===== src/rtl/sort_stream_host_pkg.sv =====
// Shared types for the sort host front end: row geometry, data types and host FSM states.
`ifndef SORT_STREAM_HOST_ADFF
// Async-reset flop: q takes rv while rst is high, otherwise d on each rising clock.
`define SORT_STREAM_HOST_ADFF(q, d, clk, rst, rv) \
   always_ff @(posedge clk or posedge rst) if (rst) q <= rv; else q <= d;
`endif

package sort_stream_host_pkg;

   localparam int unsigned NUM_ROWS = 8;

   typedef logic [$clog2(NUM_ROWS)-1:0] t_addr;
   typedef logic [15:0]                 t_data;

   typedef enum logic [1:0] {LOAD, KICK, SORT, UNLOAD} t_host_fsm;

endpackage


===== src/rtl/sort_stream_host_if.sv =====
// Bundle of the host streams, sorter handshake/memory port and the row-memory port.
interface sort_stream_host_if;
   import sort_stream_host_pkg::*;

   logic  in_valid;
   logic  in_ready;
   t_data in_data;
   logic  in_last;

   logic  out_valid;
   logic  out_ready;
   t_data out_data;
   logic  out_last;

   logic  sort_start;
   logic  sort_done;
   t_addr srt_rd_addr;
   t_data srt_rd_data;
   logic  srt_wr_en;
   t_addr srt_wr_addr;
   t_data srt_wr_data;

   t_addr mem_rd_addr;
   t_data mem_rd_data;
   logic  mem_wr_en;
   t_addr mem_wr_addr;
   t_data mem_wr_data;

   logic  busy;
   logic  frame_err;

   // Host block view.
   modport slave (
      input  in_valid, in_data, in_last, out_ready,
      input  sort_done, srt_rd_addr, srt_wr_en, srt_wr_addr, srt_wr_data,
      input  mem_rd_data,
      output in_ready, out_valid, out_data, out_last,
      output sort_start, srt_rd_data,
      output mem_rd_addr, mem_wr_en, mem_wr_addr, mem_wr_data,
      output busy, frame_err
   );

   // Environment view: stream source/sink, sorter and row memory.
   modport master (
      output in_valid, in_data, in_last, out_ready,
      output sort_done, srt_rd_addr, srt_wr_en, srt_wr_addr, srt_wr_data,
      output mem_rd_data,
      input  in_ready, out_valid, out_data, out_last,
      input  sort_start, srt_rd_data,
      input  mem_rd_addr, mem_wr_en, mem_wr_addr, mem_wr_data,
      input  busy, frame_err
   );

endinterface


===== src/rtl/sort_stream_host_mem_port_mux.sv =====
// Row-memory port select: the sorter owns the port while sorting, the host otherwise.
module sort_stream_host_mem_port_mux
   import sort_stream_host_pkg::*;
(
   input  logic  sel_sort,
   input  t_addr host_rd_addr,
   input  logic  host_wr_en,
   input  t_addr host_wr_addr,
   input  t_data host_wr_data,
   input  t_addr srt_rd_addr,
   output t_data srt_rd_data,
   input  logic  srt_wr_en,
   input  t_addr srt_wr_addr,
   input  t_data srt_wr_data,
   output t_addr mem_rd_addr,
   input  t_data mem_rd_data,
   output logic  mem_wr_en,
   output t_addr mem_wr_addr,
   output t_data mem_wr_data
);

   // Pure pass-through; the sorter sees zero read data and cannot write when not selected.
   always_comb begin
      if (sel_sort) begin
         mem_rd_addr = srt_rd_addr;
         mem_wr_en   = srt_wr_en;
         mem_wr_addr = srt_wr_addr;
         mem_wr_data = srt_wr_data;
         srt_rd_data = mem_rd_data;
      end else begin
         mem_rd_addr = host_rd_addr;
         mem_wr_en   = host_wr_en;
         mem_wr_addr = host_wr_addr;
         mem_wr_data = host_wr_data;
         srt_rd_data = '0;
      end
   end

endmodule


===== src/rtl/sort_stream_host.sv =====
// Host front end for the selection sorter: load a frame, kick the sorter, stream the result out.
module sort_stream_host
   import sort_stream_host_pkg::*;
#(
   parameter int unsigned N_ROWS = NUM_ROWS
) (
   input logic            clk,
   input logic            rst,
   sort_stream_host_if.slave bus
);

   localparam t_addr LAST_PTR = t_addr'(N_ROWS - 1);

   t_host_fsm state;
   t_addr     ptr;
   logic      frame_err_q;
   logic      frame_err_d;

   logic in_beat;
   logic out_beat;
   logic at_last;

   assign at_last  = (ptr == LAST_PTR);
   assign in_beat  = (state == LOAD) && bus.in_valid;
   assign out_beat = (state == UNLOAD) && bus.out_ready;

   // Frame sequencing: row pointer and phase advance on stream handshakes and sorter done.
   always_ff @(posedge clk or posedge rst) begin
      if (rst) begin
         state <= LOAD;
         ptr   <= '0;
      end else begin
         case (state)
            LOAD: begin
               if (in_beat) begin
                  if (at_last) begin
                     ptr   <= '0;
                     state <= KICK;
                  end else begin
                     ptr <= ptr + t_addr'(1);
                  end
               end
            end
            KICK: state <= SORT;
            SORT: begin
               if (bus.sort_done) begin
                  ptr   <= '0;
                  state <= UNLOAD;
               end
            end
            UNLOAD: begin
               if (out_beat) begin
                  if (at_last) begin
                     ptr   <= '0;
                     state <= LOAD;
                  end else begin
                     ptr <= ptr + t_addr'(1);
                  end
               end
            end
            default: begin
               ptr   <= '0;
               state <= LOAD;
            end
         endcase
      end
   end

   // Framing error: in_last must coincide exactly with the final row; a mismatch sticks until rst.
   always_comb begin
      frame_err_d = frame_err_q | (in_beat & (bus.in_last != at_last));
   end

   `SORT_STREAM_HOST_ADFF(frame_err_q, frame_err_d, clk, rst, 1'b0)

   // Stream and status outputs decoded from the registered phase and pointer.
   always_comb begin
      bus.in_ready   = (state == LOAD);
      bus.sort_start = (state == KICK);
      bus.out_valid  = (state == UNLOAD);
      bus.out_last   = (state == UNLOAD) && at_last;
      bus.out_data   = (state == UNLOAD) ? bus.mem_rd_data : '0;
      bus.busy       = !((state == LOAD) && (ptr == '0));
      bus.frame_err  = frame_err_q;
   end

   t_addr host_rd_addr;
   t_addr host_wr_addr;
   t_data host_wr_data;

   assign host_rd_addr = (state == UNLOAD) ? ptr : '0;
   assign host_wr_addr = in_beat ? ptr : '0;
   assign host_wr_data = in_beat ? bus.in_data : '0;

   sort_stream_host_mem_port_mux u_mux (
      .sel_sort     (state == SORT),
      .host_rd_addr (host_rd_addr),
      .host_wr_en   (in_beat),
      .host_wr_addr (host_wr_addr),
      .host_wr_data (host_wr_data),
      .srt_rd_addr  (bus.srt_rd_addr),
      .srt_rd_data  (bus.srt_rd_data),
      .srt_wr_en    (bus.srt_wr_en),
      .srt_wr_addr  (bus.srt_wr_addr),
      .srt_wr_data  (bus.srt_wr_data),
      .mem_rd_addr  (bus.mem_rd_addr),
      .mem_rd_data  (bus.mem_rd_data),
      .mem_wr_en    (bus.mem_wr_en),
      .mem_wr_addr  (bus.mem_wr_addr),
      .mem_wr_data  (bus.mem_wr_data)
   );

endmodule


===== src/flat_wrapper.sv =====
// flat-port wrapper written by rule: the top's interface ports become plain ports
module sort_stream_host_flat import sort_stream_host_pkg::*;
#(
   parameter int unsigned N_ROWS = NUM_ROWS
)
  (clk, rst, bus_in_valid, bus_in_data, bus_in_last, bus_out_ready, bus_sort_done, bus_srt_rd_addr, bus_srt_wr_en, bus_srt_wr_addr, bus_srt_wr_data, bus_mem_rd_data, bus_in_ready, bus_out_valid, bus_out_data, bus_out_last, bus_sort_start, bus_srt_rd_data, bus_mem_rd_addr, bus_mem_wr_en, bus_mem_wr_addr, bus_mem_wr_data, bus_busy, bus_frame_err);
  sort_stream_host_if bus_i ();
  input logic clk;
  input logic rst;
  input wire logic [$bits(bus_i.in_valid)-1:0] bus_in_valid;
  input wire logic [$bits(bus_i.in_data)-1:0] bus_in_data;
  input wire logic [$bits(bus_i.in_last)-1:0] bus_in_last;
  input wire logic [$bits(bus_i.out_ready)-1:0] bus_out_ready;
  input wire logic [$bits(bus_i.sort_done)-1:0] bus_sort_done;
  input wire logic [$bits(bus_i.srt_rd_addr)-1:0] bus_srt_rd_addr;
  input wire logic [$bits(bus_i.srt_wr_en)-1:0] bus_srt_wr_en;
  input wire logic [$bits(bus_i.srt_wr_addr)-1:0] bus_srt_wr_addr;
  input wire logic [$bits(bus_i.srt_wr_data)-1:0] bus_srt_wr_data;
  input wire logic [$bits(bus_i.mem_rd_data)-1:0] bus_mem_rd_data;
  output wire logic [$bits(bus_i.in_ready)-1:0] bus_in_ready;
  output wire logic [$bits(bus_i.out_valid)-1:0] bus_out_valid;
  output wire logic [$bits(bus_i.out_data)-1:0] bus_out_data;
  output wire logic [$bits(bus_i.out_last)-1:0] bus_out_last;
  output wire logic [$bits(bus_i.sort_start)-1:0] bus_sort_start;
  output wire logic [$bits(bus_i.srt_rd_data)-1:0] bus_srt_rd_data;
  output wire logic [$bits(bus_i.mem_rd_addr)-1:0] bus_mem_rd_addr;
  output wire logic [$bits(bus_i.mem_wr_en)-1:0] bus_mem_wr_en;
  output wire logic [$bits(bus_i.mem_wr_addr)-1:0] bus_mem_wr_addr;
  output wire logic [$bits(bus_i.mem_wr_data)-1:0] bus_mem_wr_data;
  output wire logic [$bits(bus_i.busy)-1:0] bus_busy;
  output wire logic [$bits(bus_i.frame_err)-1:0] bus_frame_err;
  assign bus_i.in_valid = bus_in_valid;
  assign bus_i.in_data = bus_in_data;
  assign bus_i.in_last = bus_in_last;
  assign bus_i.out_ready = bus_out_ready;
  assign bus_i.sort_done = bus_sort_done;
  assign bus_i.srt_rd_addr = bus_srt_rd_addr;
  assign bus_i.srt_wr_en = bus_srt_wr_en;
  assign bus_i.srt_wr_addr = bus_srt_wr_addr;
  assign bus_i.srt_wr_data = bus_srt_wr_data;
  assign bus_i.mem_rd_data = bus_mem_rd_data;
  assign bus_in_ready = bus_i.in_ready;
  assign bus_out_valid = bus_i.out_valid;
  assign bus_out_data = bus_i.out_data;
  assign bus_out_last = bus_i.out_last;
  assign bus_sort_start = bus_i.sort_start;
  assign bus_srt_rd_data = bus_i.srt_rd_data;
  assign bus_mem_rd_addr = bus_i.mem_rd_addr;
  assign bus_mem_wr_en = bus_i.mem_wr_en;
  assign bus_mem_wr_addr = bus_i.mem_wr_addr;
  assign bus_mem_wr_data = bus_i.mem_wr_data;
  assign bus_busy = bus_i.busy;
  assign bus_frame_err = bus_i.frame_err;
  sort_stream_host #(.N_ROWS(N_ROWS)) u_core (.clk(clk), .rst(rst), .bus(bus_i));
endmodule

===== config.mk =====
export PLATFORM = sky130hd
export DESIGN_NAME = sort_stream_host_flat
export DESIGN_NICKNAME = d
export VERILOG_FILES = /design/src/rtl/sort_stream_host_pkg.sv /design/src/rtl/sort_stream_host_if.sv /design/src/rtl/sort_stream_host_mem_port_mux.sv /design/src/rtl/sort_stream_host.sv /design/src/flat_wrapper.sv
export SDC_FILE = /design/constraint.sdc
export NUM_CORES = 1
export LEC_CHECK = 0
export CORE_ASPECT_RATIO = 0.7
export CORE_MARGIN = 1
export CORE_UTILIZATION = 28
export CTS_BUF_LIST = sky130_fd_sc_hd__clkbuf_4 sky130_fd_sc_hd__clkbuf_8
export DETAILED_ROUTE_END_ITERATION = 12
export GPL_ROUTABILITY_DRIVEN = 0
export HOLD_SLACK_MARGIN = 0.06
export PLACE_DENSITY = 0.89
export SLEW_MARGIN = 20
export SYNTH_ARGS = -nofsm -noshare
export SYNTH_HDL_FRONTEND = slang
export SYNTH_SLANG_ARGS = --single-unit

===== constraint.sdc =====
create_clock -name clk -period 5.7 [get_ports clk]
set_clock_uncertainty 0.15 [all_clocks]
set_input_delay 1.14 -clock clk [delete_from_list [all_inputs] [get_ports clk]]
set_output_delay 1.14 -clock clk [all_outputs]
set_load 0.05 [all_outputs]

==> results of run 1 <==
[path summary, 6_finish.rpt]
path	startpoint	endpoint	slack, ns	cells after the start
max	bus_in_valid	bus_mem_wr_data[15]	1.33	6
min	u_core.bus.frame_err$_DFF_PP0_	u_core.bus.frame_err$_DFF_PP0_	0.33	1
max reg2reg	u_core.state[0]$_DFFE_PP0P_	u_core.state[1]$_DFFE_PP0P_	3.36	6
min reg2reg	u_core.bus.frame_err$_DFF_PP0_	u_core.bus.frame_err$_DFF_PP0_	0.33	1
max in group asynchronous	rst	u_core.ptr[2]$_DFFE_PP0P_	4.20	2
min in group asynchronous	rst	u_core.state[0]$_DFFE_PP0P_	0.99	2
[sequential cells by signal, summed over array words and instances (netlist names)]
| signal | count |
|---|---|
| u_core.bus.frame_err | 1 |
| u_core.state | 2 |
| u_core.ptr | 3 |
[through the flow]
step | util [%] | hold WS, ns
after detailed placement | 73.2 | 0.314
after floorplan | - | 0.384
after global placement | 73.2 | 0.323
final | 74.6 | 0.328
after CTS | 74.6 | 0.339
after global routing | 74.6 | 0.355
[cells in the final DEF, fill, tap and decap left out]
cell,n
xnor2_1,1
and2_1,33
mux2_1,2
nor4_2,1
inv_1,5
o21bai_1,1
nor2b_4,1
nor3_1,1
mux2i_1,2
nand2_1,8
a22o_1,19
nor2b_1,3
a21o_1,1
o21ba_2,1
clkdlybuf4s50_1,121
or4_4,1
clkbuf_8,3
nor2_1,3
buf_4,2
nand3b_1,1
dfrtp_1,6
o21ai_1,3
mux2_4,1
ha_1,10
[layer usage]
| layer | vias to the layer above | GRT usage [%] | part of all wire [%] |
|---|---|---|---|
| met5 | - | 0 | 0 |
| met2 | 47 | 39.5 | 50 |
| met3 | 2 | 3.27 | 5.6 |
| li1 | 621 | - | - |
| met1 | 555 | 26.7 | 44 |
| met4 | 0 | 4.67 | 0.26 |
[critical path, cell delays in order]
cell	delay, ns
clkdlybuf4s50_1	0.53
nand2_1	0.09
nor2_1	0.09
buf_4	0.24
a22o_1	0.15
clkdlybuf4s50_1	0.82
[cell families (layout without fill, tap and decap cells)]
family                     after synthesis  in the layout  synth area share, %
AOI/OAI and AO/OA                       25             25                 22.5
xor gates and xnor gates                 1              1                0.955
adders and majority gates               10             10                 13.6
buffers and inverters                   14            131                 5.73
DFF                                      6              6                 16.4
muxes                                    5              5                 6.28
and+or+nand+nor                         52             52                 34.5
[layout make-up]
class	instances	share of cell area (%)
repair buffers	123	55.8
multi-input cells	93	32.5
flip-flops and latches	6	6.84
well taps	36	2.05
clock buffers	3	1.88
inverters	5	0.855
[power by group through the flow]
| stage | logic [mW] | registers (mW) | clock network [mW] |
|---|---|---|---|
| after CTS | 1.21 | 0.0860 | 0.0664 |
| after floorplan | 0.824 | 0.0880 | 0 |
| after detailed placement | 1.20 | 0.0870 | 0 |
| after global placement | 1.18 | 0.0853 | 0 |
| after global routing | 1.25 | 0.0896 | 0.0716 |
| final | 1.20 | 0.0853 | 0.0650 |
==> run_results.csv, run 1 <==
group,metric,value,unit
drt,via_per_inst,4.61,
synth,netlist_area,917,sq um
layout,areaGrowthSynthToFinish,139,%
placed_design,post-place-ws,1.33,ns
drt,vias,1225,
power_and_ir_drop,power_switching,0.806,mW
layout,n_antenna_cell,0,
synth,syn_inst,113,
clocking,cts_resized,0,
power_and_ir_drop,power.total,1.35,mW
floorplanning,die_y,49.9,um
synth,synth_most_common_cell,"and2_1",
clocking,htreeDepth,1,
power_and_ir_drop,switching_share,59.7,%
synth,synthFlopType,"dfrtp_1",
layout,multi_input_area,714,sq um
synth,seq_area_frac_synth,16.4,%
floorplanning,row_count,16,
sta,hold_viol_final,0,
power_and_ir_drop,clkPwrFrac,4.8,%
sta,tightest_slew,0.664,ns
placed_design,io_buffers,121,
synth,synth_top_area_share,22.5,%
setup_path,start_kind,"input pin",
setup_path,cp.required,4.41,ns
grt,grtUsageTotal,21.6,%
synth,synth_cell_type_count,23,
clocking,clk_pin_slew_worst_paths,0.03,ns
clocking,clockRootBuffer,"clkbuf_8",
clocking,hold_buffers,0,
power_and_ir_drop,ir_drop,0.443,mV
drt,postRouteAntennaNets,0,
clocking,cts_buffer_depth,2,
clocking,cts.sinks,6,
layout,fin_nets,303,
sta,fmax,0.229,GHz
layout,fin_cells,266,
synth,synth-edff-count,0,
sta,finalSetupViolCount,0,
synth,ys_warn_count,0,
setup_path,worst-path-max-fanout,20,
synth,syn_avg_cell_area,8.12,sq um
power_and_ir_drop,p_per_area,615,nW/um^2
drt,totalWireLength,3.91,mm
sta,rsz0062_at_grt,"false",
power_and_ir_drop,p_leak,0.910,nW
placed_design,dp_cells,263,
floorplanning,die_w,70.4,um
worst_hold_path,holdCritPathClass,"reg2reg",
layout,final_area,2200,sq um
grt,overflow,0,
floorplanning,io_pins,122,
sta,slew_violations,0,
placed_design,dp_hpwl,3.18,mm
grt,grt_max_degree,48,
sta,finalSetupTns,0,ns
sta,period_share,76.6,%
sta,slew_headroom,55.7,%
layout,register_area,150,sq um
power_and_ir_drop,intPower,0.544,mW
synth,synth_area_leader_cell,"and2_1",
clocking,cts_setup_buffers,0,
layout,fillers,222,
drt,route.detailed.drc,0,
layout,drive_gt1_share,4.35,%
grt,grt_antenna_before_repair,0,
clocking,clk_latency,0.23,ns
floorplanning,start_util,31.2,%
sta,fin_crit,4.37,ns
floorplanning,dieArea,3510,sq um
sta,setup_slack,1.33,ns
power_and_ir_drop,p_seq_share,6.3,%
placed_design,dpl_cell_area,2150,sq um
grt,grt_pass1_wl,5.95,mm
setup_path,critPathKind,"in2out",
synth,synthTopCellsByArea,"and2_1, a22o_1, dfrtp_1, ha_1, clkbuf_1",
floorplanning,coreArea,2940,sq um
run_status,outcome,"completed",
setup_path,cp-end-kind,"output pin",
synth,synth_seq_cells,6,
synth,synth_fp_nets,184,
grt,grt_pass1_vias,1118,
synth,async_reset_ff_share,100,%
clocking,cts_tree,"built",
power_and_ir_drop,p_comb_share,88.9,%
drt,wl_per_cell,14.7,um
drt,firstDrtPassIters,4,
setup_path,arrival,3.08,ns
synth,yosys-top-cells-count,"and2_1, a22o_1, ha_1, clkbuf_1, nand2_1",
drt,drt_iter0_drc,42,
run,maxCapViolations,0,
clocking,numCtsBuffers,3,
(Power assumes the default switching activity.)
==> inputs of run 2 (changes only) <==
--- a/config.mk
+++ b/config.mk
@@ -7,12 +7,12 @@
 export LEC_CHECK = 0
 export CORE_ASPECT_RATIO = 0.7
 export CORE_MARGIN = 1
-export CORE_UTILIZATION = 28
+export CORE_UTILIZATION = 23
 export CTS_BUF_LIST = sky130_fd_sc_hd__clkbuf_4 sky130_fd_sc_hd__clkbuf_8
 export DETAILED_ROUTE_END_ITERATION = 12
 export GPL_ROUTABILITY_DRIVEN = 0
 export HOLD_SLACK_MARGIN = 0.06
-export PLACE_DENSITY = 0.89
+export PLACE_DENSITY = 0.78
 export SLEW_MARGIN = 20
 export SYNTH_ARGS = -nofsm -noshare
 export SYNTH_HDL_FRONTEND = slang
==> constraint.sdc (replaced) <==
create_clock -name clk -period 3.5 [get_ports clk]
set_clock_uncertainty 0.15 [all_clocks]
set_input_delay 0.7 -clock clk [delete_from_list [all_inputs] [get_ports clk]]
set_output_delay 0.7 -clock clk [all_outputs]
set_load 0.05 [all_outputs]
==> run 2 against run 1 <==
  * Register-to-register slack got worse by 2.1 ns
  * Sequential share of layout area down 1.1 points
  * Clock-buffer cell count unchanged
  * Clock power grew 55%
  * Critical path type is now reg2out
==> run_results.csv, run 2 (synthesis gave the netlist of run 1 again) <==
group,metric,value,unit
run_status,outcome,"completed",
floorplanning,die_y,54.8,um
grt,grt_antenna_before_repair,0,
power_and_ir_drop,clkPwrFrac,3.8,%
clocking,cts_tree,"built",
layout,fin_nets,304,
clocking,clk_pin_slew_worst_paths,0.04,ns
layout,final_area,2610,sq um
layout,areaGrowthSynthToFinish,185,%
drt,drt_iter0_drc,18,
clocking,cts_resized,0,
layout,n_antenna_cell,0,
layout,drive_gt1_share,21.6,%
floorplanning,coreArea,3670,sq um
layout,fin_cells,281,
power_and_ir_drop,power_switching,1.42,mW
power_and_ir_drop,p_per_area,1020,nW/um^2
drt,top_layer,"met4",
setup_path,arrival,2.29,ns
drt,via_per_inst,4.46,
layout,multi_input_area,714,sq um
setup_path,r2r_cells,4,
power_and_ir_drop,switching_share,53.5,%
power_and_ir_drop,power.total,2.65,mW
setup_path,max_stage_delay,0.83,ns
setup_path,worst-path-max-fanout,23,
power_and_ir_drop,p_leak,1.11,nW
floorplanning,dieArea,4250,sq um
placed_design,post-place-ws,0.507,ns
floorplanning,row_count,18,
sta,tightest_slew,0.682,ns
grt,grt_pass1_wl,6.06,mm
floorplanning,io_pins,122,
drt,dr_wl_met2,2.10,mm
sta,finalSetupViolCount,0,
layout,layout_common_cells,"clkdlybuf4s50_1, buf_12, and2_1",
clocking,clockRootBuffer,"clkbuf_8",
setup_path,r2r_setup_slack,1.27,ns
placed_design,dp_cells,278,
grt,grt_pass1_vias,1157,
floorplanning,start_util,25.0,%
clocking,htreeDepth,1,
setup_path,cp.required,2.65,ns
setup_path,worstReg2RegStart,"u_core.state[0]$_DFFE_PP0P_",
sta,slew_headroom,54.5,%
sta,setup_slack,0.357,ns
sta,finalSetupTns,0,ns
drt,drt-met1-wl,2.03,mm
floorplanning,die_w,77.5,um
clocking,clk_latency,0.22,ns
power_and_ir_drop,intPower,1.23,mW
sta,rsz0062_at_grt,"false",
layout,largest_reg_flops,3,
clocking,cts.sinks,6,
worst_hold_path,hold_start,"u_core.bus.frame_err$_DFF_PP0_",
setup_path,crit_slowest_cell,"clkdlybuf4s50_1",
sta,fin_crit,3.14,ns
clocking,cts_buffer_depth,2,
setup_path,start_kind,"flip-flop",
placed_design,dpl_cell_area,2570,sq um
drt,wl_per_cell,15.4,um
placed_design,dp_hpwl,3.62,mm
worst_hold_path,min_delay_path_depth,1,
setup_path,cp-end-kind,"output pin",
drt,firstDrtPassIters,6,
worst_hold_path,holdCritPathClass,"reg2reg",
run,maxCapViolations,0,
drt,totalWireLength,4.33,mm
power_and_ir_drop,ir_drop,0.635,mV
drt,vias,1252,
sta,fmax,0.318,GHz
sta,hold_viol_final,0,
drt,route.detailed.drc,0,
layout,register_area,150,sq um
setup_path,critPathKind,"reg2out",
drt,postRouteAntennaNets,0,
layout,largest_register,"u_core.ptr",
sta,period_share,89.8,%
clocking,numCtsBuffers,3,
setup_path,regToRegEndpoint,"u_core.state[1]$_DFFE_PP0P_",
grt,overflow,0,
layout,fillers,274,
grt,grtUsageTotal,19.0,%
setup_path,crit_chain,"ha_1, and2_1, clkdlybuf4s50_1",
layout,layout_commonest_cell,"clkdlybuf4s50_1",
sta,slew_violations,0,
power_and_ir_drop,p_comb_share,90.9,%
grt,grt_max_degree,25,
placed_design,io_buffers,121,
worst_hold_path,hold_end,"u_core.bus.frame_err$_DFF_PP0_",
drt,met3_length,173,um
clocking,cts_setup_buffers,0,
clocking,hold_buffers,0,
power_and_ir_drop,p_seq_share,5.3,%
==> run 2: cell type report <==
class	instances	area share, %
multi-input cells	93	27.4
flip-flops and latches	6	5.75
inverters	5	0.719
well taps	50	2.40
clock buffers	3	1.58
repair buffers	124	62.2
==> run 2: stage by stage <==
step           util, %  hold WS [ns]
2_1_floorplan        -         0.341
3_3_place_gp      70.0         0.321
3_5_place_dp      70.0         0.318
4_1_cts           71.1         0.331
5_1_grt           71.1         0.350
6_report          71.1         0.329
==> run 2: layer usage <==
metal / GRT usage [%] / vias to the layer above
li1: - / 626
met4: 5.66 / 0
met3: 2.00 / 4
met1: 24.6 / 576
met2: 34.2 / 46
met5: 0 / -
==> run 2: worst max path at each step <==
stage                                           start                  to  slack (ns)  cells after the start
after global placement             bus_mem_rd_data[1]     bus_out_data[1]        0.55                      3
after CTS                 u_core.state[0]$_DFFE_PP0P_    bus_out_data[13]        0.32                      3
after floorplan           u_core.state[0]$_DFFE_PP0P_  bus_mem_rd_addr[0]        0.70                      4
final                     u_core.state[0]$_DFFE_PP0P_    bus_out_data[13]        0.36                      3
after detailed placement           bus_mem_rd_data[8]     bus_out_data[8]        0.51                      3
after global routing      u_core.state[0]$_DFFE_PP0P_    bus_out_data[13]        0.20                      3
==> run 2: power groups by stage <==
stage	clock network, mW	registers, mW	logic (mW)
2_1_floorplan	0	0.143	1.34
3_3_place_gp	0	0.139	2.40
3_5_place_dp	0	0.140	2.42
4_1_cts	0.105	0.139	2.43
5_1_grt	0.111	0.145	2.50
6_report	0.101	0.139	2.41
==> run 2: critical path: cells and delay by family, from the launching register on <==
| kind | cells | cell delay (ns) |
|---|---|---|
| buffers and inverters | 1 | 0.83 |
| DFF | 1 | 0.39 |
| adders and majority gates | 1 | 0.62 |
| and+or+nand+nor | 1 | 0.23 |
==> inputs of run 3 (changes only) <==
--- a/config.mk
+++ b/config.mk
@@ -13,7 +13,7 @@
 export GPL_ROUTABILITY_DRIVEN = 0
 export HOLD_SLACK_MARGIN = 0.06
 export PLACE_DENSITY = 0.78
-export SLEW_MARGIN = 20
+export SLEW_MARGIN = 30
 export SYNTH_ARGS = -nofsm -noshare
 export SYNTH_HDL_FRONTEND = slang
 export SYNTH_SLANG_ARGS = --single-unit
==> results of run 3 <==
No change in the layout: final DEF, timing and power equal those of run 2.
==> edit: new RTL, flow settings as in run 1 <==
`NUM_ROWS`: 8 -> 16.
--- a/src/rtl/sort_stream_host_pkg.sv
+++ b/src/rtl/sort_stream_host_pkg.sv
@@ -9,3 +9,3 @@
 
-   localparam int unsigned NUM_ROWS = 8;
+   localparam int unsigned NUM_ROWS = 16;
 
Ports: changed (resized bus_mem_rd_addr, bus_mem_wr_addr, bus_srt_rd_addr and bus_srt_wr_addr); port bits go from 122 to 126. No check against the original RTL was run, so the function may have changed too.
==> edit against run 1 <==
Via count up 9.4%; power up 5.9%; cell count increased by 9.8%; cell area up 5.9%; combinational power grew 4%; routed wire length up 6.9%; area after synthesis is 10% higher; sequential cell count rose by 1; setup slack better by 27 ps; largest cell class unchanged.
==> edit: results (changes against run 1) <==
GRT
  – Vias in the first global route: 1,122 (+0.36%)
  – Largest net degree at the start of global routing: 33 (-31%)
  – First-pass GRT wire length: 5860 um (-1.5%)
  – GR Util All Layers: 20.4% (-1.2 points)

Outcome
  – Outcome: finished clean

Finish
  – Final layout net count: 317 (+4.6%)
  – Post-Layout Cell Count: 292 (+9.8%)
  – Proportion of layout cells with a drive suffix above 1: 4.90% (+0.55 points)

STA
  – Hold slack: 337 ps (+9.01 ps)
  – Worst relative slew slack: 45.1% (-11 points)

Drt
  – Routed wire per std cell: 14.3 um (-2.6%)
  – Vias/cell: 4.59 (-0.35%)

Worst setup path
  – Worst reg-to-reg setup slack: 2970 ps (-390 ps)

Yosys
  – Sequential share of the synthesized area: 17.3% (+0.96 points)
  – Synth Instances: 126 (+12%)
  – Mux cell area share after synthesis: 2.10% (-4.2 points)
  – Adder-cell share of the synthesized area: 9.90% (-3.7 points)
  – Synth cell types: 28 (+22%)
  – Post-synthesis compound-gate area fraction: 25.5% (+3.0 points)
  – Most frequent cells after synthesis: 33 x and2_1, 20 x a22o_1, 10 x clkbuf_1, 10 x nand2_1, 8 x ha_1
  – Syn_nets: 197 (+7.1%)

Pwr
  – Worst VDD drop: 0.000383 V (-13%)
  – LEAKAGE: 0.940 nW (+3.4%)

Place
  – DP Area: 2280 sq um (+5.6%)
  – Cell Count Post-Placement: 288 (+9.5%)
  – Port Buffers: 125 (+3.3%)
==> edit: cell types whose count changed after synthesis, moves of 2 or more <==
cell	change
buf_6	+2
clkbuf_1	+2
ha_1	-2
o21ai_1	-3
o21ai_0	+7
nor3b_1	+2
nand2_1	+2
mux2_1	-2
==> edit: final cells by class <==
| class | count | area, sq um |
|---|---|---|
| multi-input cells | 102 | 757 |
| well taps | 47 | 58.8 |
| flip-flops and latches | 7 | 175 |
| fillers | 268 | 972 |
| clock buffers | 4 | 48.8 |
| repair buffers | 127 | 1270 |
| inverters | 5 | 18.8 |
==> edit: power breakdown <==
part	internal (mW)	switching, mW
Clock	0.0530	0.0203
Combinational	0.447	0.801
Sequential	0.0748	0.0351
==> edit: cell families after synthesis <==
kind of cell,Yosys count
AOI/OAI and AO/OA,32
buffers and inverters,17
and+or+nand+nor,59
adders and majority gates,8
muxes,2
DFF,7
xor gates and xnor gates,1
==> edit: path summary, 6_finish.rpt <==
path | depth (start not counted) | from | endpoint
worst min-delay path | 1 | u_core.bus.frame_err$_DFF_PP0_ | u_core.bus.frame_err$_DFF_PP0_
worst max register to register | 7 | u_core.state[0]$_DFFE_PP0P_ | u_core.ptr[3]$_DFFE_PP0P_
max in group asynchronous | 2 | rst | u_core.state[0]$_DFFE_PP0P_
worst max-delay path | 6 | bus_in_valid | bus_mem_wr_addr[0]
min in group asynchronous | 2 | rst | u_core.bus.frame_err$_DFF_PP0_
worst min register to register | 1 | u_core.bus.frame_err$_DFF_PP0_ | u_core.bus.frame_err$_DFF_PP0_
==> edit: layer usage <==
metal	wire length, um	up-vias	GRT usage (%)	share of wire (%)
met5	0	-	0	0
met4	0	0	0	0
met3	270	0	4.62	6.5
met2	1960	46	35.8	47
met1	1940	616	27.1	47
li1	-	678	-	-
